### config.mk
export PLATFORM = sky130hd
export DESIGN_NAME = selftest_led_ctrl
export DESIGN_NICKNAME = d
export VERILOG_FILES = /design/src/rtl/led_ctrl_pkg.sv /design/src/rtl/blink_div.sv /design/src/rtl/selftest_led_ctrl.sv
export SDC_FILE = /design/constraint.sdc
export NUM_CORES = 1
export LEC_CHECK = 0
export CAP_MARGIN = 20
export CORE_MARGIN = 8
export CORE_UTILIZATION = 25
export DETAILED_ROUTE_END_ITERATION = 10
export GPL_ROUTABILITY_DRIVEN = 0
export PLACE_DENSITY = 0.5
export SLEW_MARGIN = 10
export SYNTH_ARGS = -nofsm -noshare
export SYNTH_HDL_FRONTEND = slang
export SYNTH_SLANG_ARGS = --single-unit
### constraint.sdc
create_clock -name clk -period 5.3 [get_ports clk]
set_input_delay 1.06 -clock clk [delete_from_list [all_inputs] [get_ports clk]]
set_output_delay 1.06 -clock clk [all_outputs]
set_load 0.01 [all_outputs]
### src/rtl/led_ctrl_pkg.sv
// Shared types and LED encodings for the CPU self-test LED sequencer.
package led_ctrl_pkg;

  typedef enum logic [2:0] {
    ST_IDLE = 3'd0,
    ST_RUN  = 3'd1,
    ST_PASS = 3'd2,
    ST_FAIL = 3'd3,
    ST_TOUT = 3'd4
  } state_t;

  localparam logic [7:0] LED_IDLE = 8'h01;
  localparam logic [7:0] LED_PASS = 8'h07;

  localparam int LED_RUN_BIT   = 7;
  localparam int LED_FAULT_MSB = 7;
  localparam int LED_TOUT_BIT  = 3;

endpackage

### src/rtl/blink_div.sv
// Free-running prescaler producing a square wave with a BLINK_DIV-cycle half-period.
module blink_div #(
  parameter int BLINK_DIV = 25_000_000
) (
  input  logic clk,
  input  logic rst,
  output logic blink
);

  localparam int CW = $clog2(BLINK_DIV);

  logic [CW-1:0] cnt;

  always_ff @(posedge clk or negedge rst) begin
    if (!rst) begin
      cnt   <= '0;
      blink <= 1'b0;
    end else if (cnt == CW'(BLINK_DIV - 1)) begin
      cnt   <= '0;
      blink <= ~blink;
    end else begin
      cnt <= cnt + 1'b1;
    end
  end

endmodule

### src/rtl/selftest_led_ctrl.sv
// Self-test session sequencer: captures check flags, watches for timeout and
// shows the outcome on the user LEDs.
module selftest_led_ctrl
  import led_ctrl_pkg::*;
#(
  parameter int BLINK_DIV      = 25_000_000,
  parameter int TIMEOUT_CYCLES = 100_000_000
) (
  input  logic       clk,
  input  logic       rst,
  input  logic       start,
  input  logic       check_one,
  input  logic       check_two,
  input  logic       fail,
  input  logic       done,
  output logic [7:0] led,
  output logic [2:0] state_o,
  output logic       busy
);

  localparam int TW = $clog2(TIMEOUT_CYCLES);

  state_t        state, state_nxt;
  logic          s1, s2, s1_nxt, s2_nxt;
  logic [TW-1:0] timer, timer_nxt;
  logic          blink;
  logic          e1, e2;
  logic [7:0]    led_nxt;

  blink_div #(.BLINK_DIV(BLINK_DIV)) u_blink_div (
    .clk  (clk),
    .rst  (rst),
    .blink(blink)
  );

  assign e1 = s1 | check_one;
  assign e2 = s2 | check_two;

  // Leaving RUN latches the effective flags so the final LED code includes that cycle's checks.
  always_comb begin
    state_nxt = state;
    s1_nxt    = s1;
    s2_nxt    = s2;
    timer_nxt = timer;
    if (state == ST_RUN) begin
      if (start) begin
        s1_nxt    = 1'b0;
        s2_nxt    = 1'b0;
        timer_nxt = '0;
      end else begin
        s1_nxt = e1;
        s2_nxt = e2;
        if (fail)
          state_nxt = ST_FAIL;
        else if (done)
          state_nxt = (e1 & e2) ? ST_PASS : ST_FAIL;
        else if (timer == TW'(TIMEOUT_CYCLES - 1))
          state_nxt = ST_TOUT;
        else
          timer_nxt = timer + 1'b1;
      end
    end else if (start) begin
      state_nxt = ST_RUN;
      s1_nxt    = 1'b0;
      s2_nxt    = 1'b0;
      timer_nxt = '0;
    end
  end

  always_comb begin
    led_nxt = {5'b0, s2_nxt, s1_nxt, 1'b1};
    case (state_nxt)
      ST_IDLE: led_nxt = LED_IDLE;
      ST_RUN:  led_nxt[LED_RUN_BIT] = blink;
      ST_PASS: led_nxt = LED_PASS;
      ST_FAIL: led_nxt[LED_FAULT_MSB -: 4] = {4{blink}};
      ST_TOUT: begin
        led_nxt[LED_FAULT_MSB -: 4] = {4{blink}};
        led_nxt[LED_TOUT_BIT]       = 1'b1;
      end
      default: led_nxt = LED_IDLE;
    endcase
  end

  always_ff @(posedge clk or negedge rst) begin
    if (!rst) begin
      state <= ST_IDLE;
      s1    <= 1'b0;
      s2    <= 1'b0;
      timer <= '0;
      led   <= 8'h00;
      busy  <= 1'b0;
    end else begin
      state <= state_nxt;
      s1    <= s1_nxt;
      s2    <= s2_nxt;
      timer <= timer_nxt;
      led   <= led_nxt;
      busy  <= (state_nxt == ST_RUN);
    end
  end

  assign state_o = state;

endmodule

# ---- Word level (Yosys, flattened, before mapping)
# Index checks and enable logic that the tools add are counted.
dict set report word_totals {
  register_bits 67
  word_cells 52
}
dict set report classes {
  n_mux 24
  n_bitwise 4
  n_addsub 2
  eq_ne 10
  n_reduce_logical 4
}
# op n
set op_table {}
lappend op_table {{$mux 27} 6}
lappend op_table {{$add 27x1->27 const B} 1}
lappend op_table {{$eq 27x27->1 const B} 1}
lappend op_table {{$add 25x1->25 const B} 1}
lappend op_table {{$eq 25x25->1 const B} 1}
lappend op_table {{$mux 25} 1}
lappend op_table {{$mux 3} 7}
lappend op_table {{$mux 1} 9}
lappend op_table {{$eq 3x1->1 const B} 2}
lappend op_table {{$eq 3x2->1 const B} 2}
lappend op_table {{$ne 2x2->1 const B} 3}
lappend op_table {{$pmux 3 s2} 1}
lappend op_table {{$reduce_and 4->1} 1}
lappend op_table {{$eq 3x3->1 const B} 1}
lappend op_table {{$reduce_or 3->1} 1}
lappend op_table {{$or 1x1->1} 2}
lappend op_table {{$reduce_bool 2->1} 1}
lappend op_table {{$reduce_or 2->1} 1}
lappend op_table {{$and 1x1->1} 1}
lappend op_table {{$not 1->1} 1}

# ---- Depth between registers and ports, before layout
dict set report depth {
  word_depth 10
  depth_mapped 8
  depth_no_buf 8
}

# ---- Cells and area by module
# A second synthesis with hierarchy kept.
dict set report hier_totals {
  hier_cells 345
  hier_area_um2 3477.1
}
# module seq_area_each_um2 area_per_inst_um2 instances cells_each
set by_module_without_submodules {}
lappend by_module_without_submodules {selftest_led_ctrl 975.9 2148.3 1 218}
lappend by_module_without_submodules {blink_div 650.6 1328.8 1 127}

# ---- Worst setup path after synthesis
# OpenSTA, ideal clock, no wires.
dict set report synth_path {
  path_kind {input -> register}
  start {input start}
  end {register timer[11]}
  path_slack_ns 2.903
  cell_stages 5
  t_arrival_ns 2.266
  required_ns 5.168
  path_buffers 4
  path_cell_list {clkbuf_1 > clkbuf_1 > buf_1 > clkbuf_1 > nor2_1}
}
dict set report synth_between {
  elab_chain_cells 2
  elab_cells_between_ends 7
  cone_classes {eq/ne (3); mux (2); reduce/logical (2)}
}
# element line_no
set synth_rtl {}
lappend synth_rtl {{start, declared} selftest_led_ctrl.sv:11} ;# input logic start,
lappend synth_rtl {{$ne 2x2->1 (no line), or another cell as far along} -}
lappend synth_rtl {{$reduce_and 4->1 (no line) or $mux 27 (tied branches)} -}
lappend synth_rtl {{end signal, assigned} selftest_led_ctrl.sv:97} ;# timer <= timer_nxt;
lappend synth_rtl {{end, declared} selftest_led_ctrl.sv:25} ;# logic [TW-1:0] timer, timer_nxt;
# Several ways; a longest one is shown, not always the timed one.
# A chain may end at the register's enable or synchronous reset.

# ---- Final worst setup path
dict set report layout_path {
  start {input done}
  end {register timer[16]}
}
dict set report layout_between {
  elab_chain_cells 2
}
# element line_no
set layout_rtl {}
lappend layout_rtl {{start, declared} selftest_led_ctrl.sv:15} ;# input logic done,
lappend layout_rtl {{$ne 2x2->1 (no line)} -}
lappend layout_rtl {{$reduce_and 4->1 (no line)} -}
# No other way between the ends.

==> results.yml <==
power:
  ir_worst_vdd_uv: 152
  leakagePower_nw: 1.62
  powerDensity_nw_per_um2: 306
  p_total_mw: 1.19
detailed_routing:
  viasPerCell: 4.55
  avgRoutedWirePerCell_microns: 12.7
  postRouteAntennaNets: 0
  firstDrtPassIters: 4
  routed_wl_microns: 6540
  via_count: 2345
  remaining_drc_errors: 0
  drtIter0Drc: 174
sta:
  worst_pin_slew_ps: 843
  rsz0062_at_grt: "no"
  finalMaxSlewViolations: 0
  fin_tns_setup_ps: 0
  fin_skew_ps: 4.58
  finalCriticalPeriod_ps: 3050
  fin_crit_sh_pct: 57.5
  relSlewSlack_pct: 43.8
  finalSetupViolations: 0
  final_hold_viol_count: 0
  timing.fmax_mhz: 328
cts:
  clock_tree.buffer_depth: 2
  clk_pin_slew_ps: 50
  clock_sinks: 65
  cts-resized-gates: 0
  clock_latency_ps: 320
  ctsRootBufferMaster: "clkbuf_16"
  htree_levels: 3
  cts_buffers: 9
  cts_tree: "yes"
  postCtsSetupRepairBufs: 0
  ctsHoldBuffers: 0
worst_setup_path:
  crit_type: "in -> reg"
  crit_path_start_kind: "input port"
  cp.arrival_ps: 3280
  crit_chain: "clkdlybuf4s50_1 -> nor2_1 -> nand2_1 -> a21oi_2 -> o211ai_1 -> or4_1 -> a21oi_1"
  timing.rr.start: "state_o[0]"
  rrSetupSlack_ps: 2500
  r2r_end: "timer[16]"
  cpPeakStageDelay_ps: 660
  slowest_stage: "a21oi_2"
  critPathMaxFanout: 19
  worst_setup_path_end_kind: "flop"
  critPathRequiredTime_ps: 5530
  rr_worst_depth: 6
floorplanning:
  die_w_microns: 129
  fp.coreArea_sq_um: 12600
  dieArea_sq_um: 16700
  die_h_microns: 129
  num_rows: 41
  io_pins: 19
  start_util_pct: 25.5
run:
  drv_cap: 0
worst_hold_path:
  whs_path_depth: 1
  holdPathEnd: "u_blink_div.blink"
  hp-class: "reg -> reg"
  hold_start: "u_blink_div.blink"
synthesis:
  synth_seq_cells: 65
  ys.flop_type: "dfrtp_1"
  seq_area_frac_synth_pct: 50.7
  synth_top_cell_by_area: "dfrtp_1"
  synth_top_area_share_pct: 50.7
  postSynthCellCount: 318
  netlist_area_sq_um: 3210
  synth_fp_nets: 327
  avgSynthCellArea_sq_um: 10.1
  yosysWarningCount: 0
  synth_area_leaders: "dfrtp_1 (51%), xor2_1 (5.5%), xnor2_1 (5.2%)"
  ys_async_sr_fraction_pct: 100
  synth_cell_types: 50
  synth_edf_count: 0
finish:
  stdcell_count: 515
  nets: 347
  final_cell_mix: "dfrtp_1 (65), nor2_1 (43), xor2_1 (20), xnor2_1 (19)"
  fillers: 1317
  drive_gt1_share_pct: 8.45
  area_growth_pct: 21.4
  mostFrequentLayoutCell: "dfrtp_1"
  diodes: 0
global_routing:
  grt_pass1_wl_microns: 11700
  antenna_found_initial: 0
  globalRouteTotalUtil_pct: 8.61
  grt_pass1_vias: 2434
  grt-ovfl-total: 0
  grt_start_max_net_pins: 66
status:
  status: "complete, no violations"
placed_design:
  hpwlAfterDp_microns: 4410
  dp_cells: 499
  numPortBuffers: 18
[state kept, by name, summed over array words and instances (netlist names)]
signal	count
state_o	3
timer	27
busy	1
s1	1
led	6
u_blink_div.cnt	25
s2	1
u_blink_div.blink	1
[critical path, delay by kind of cell]
kind / cells / cell delay (ps)
buffers and inverters: 1 / 450
AND/OR/NAND/NOR: 3 / 720
AO/OA/AOI/OAI: 3 / 1040
[cell type report]
class	count	area, sq um	share of cell area, %
clock buffers	15	298	7.65
well taps	172	215	5.53
multi-input cells	230	1490	38.1
flip-flops and latches	65	1630	41.8
inverters	11	42.5	1.09
clock inverters	1	30.0	0.771
repair buffers	21	198	5.08
[per-stage QoR]
stage / setup slack [ps] / instance area (sq um) / utilization, % / hold WS (ps)
CTS: 2280 / 3890 / 31.0 / 475
floorplan: 2900 / 3210 / - / 439
global placement: 2020 / 3570 / 28.4 / 462
finish: 2250 / 3890 / 31.0 / 474
global route: 2080 / 3890 / 31.0 / 508
detailed placement: 1950 / 3570 / 28.4 / 464
[logic make-up after synthesis]
logic type / synth area share (%)
AND/OR/NAND/NOR: 24.0
flip-flops: 50.7
AO/OA/AOI/OAI: 9.79
XOR/XNOR: 10.6
buffers and inverters: 3.00
multiplexers: 0.936
adder cells (fa/ha/maj): 0.780
other: 0.117
[Yosys cell counts (all sizes together), types with 2 or more instances]
master / instances
dfrtp: 65
nor2: 43
xor2: 20
xnor2: 19
nand3: 17
nand2: 14
o21ai: 13
a21oi: 11
and4: 11
inv: 10
and3: 8
clkbuf: 8
nand4: 8
nor4: 6
and2: 5
nor3: 5
o211ai: 5
buf: 4
o2111ai: 4
or3: 4
a21boi: 3
mux2i: 3
nand2b: 3
o22ai: 3
o2bb2ai: 3
or4: 3
a211o: 2
a31oi: 2
ha: 2
nand3b: 2
nor2b: 2
or2: 2
or3b: 2
[layer usage]
| metal | routed length (microns) | vias up | GRT usage, % |
|---|---|---|---|
| li1 | - | 1166 | - |
| met1 | 3170 | 1134 | 11.1 |
| met2 | 3070 | 36 | 13.3 |
| met3 | 231 | 9 | 2.55 |
| met4 | 69 | 0 | 3.32 |
| met5 | 0 | - | 0 |
[power breakdown]
group	switching [mW]	internal (mW)	leakage [nW]	total, mW
combinational	0.0322	0.0189	0.575	0.0511
clock	0.205	0.429	0.162	0.634
sequential	0.00331	0.502	0.878	0.505
total	0.241	0.950	1.62	1.19
[worst max-delay path by stage]
stage,start,endpoint,depth (start not counted)
floorplan,start,timer[11],5
global placement,done,timer[16],7
detailed placement,done,timer[16],7
CTS,done,timer[16],7
global route,done,timer[18],7
finish,done,timer[16],7
Power figures use the tool's default switching activity.
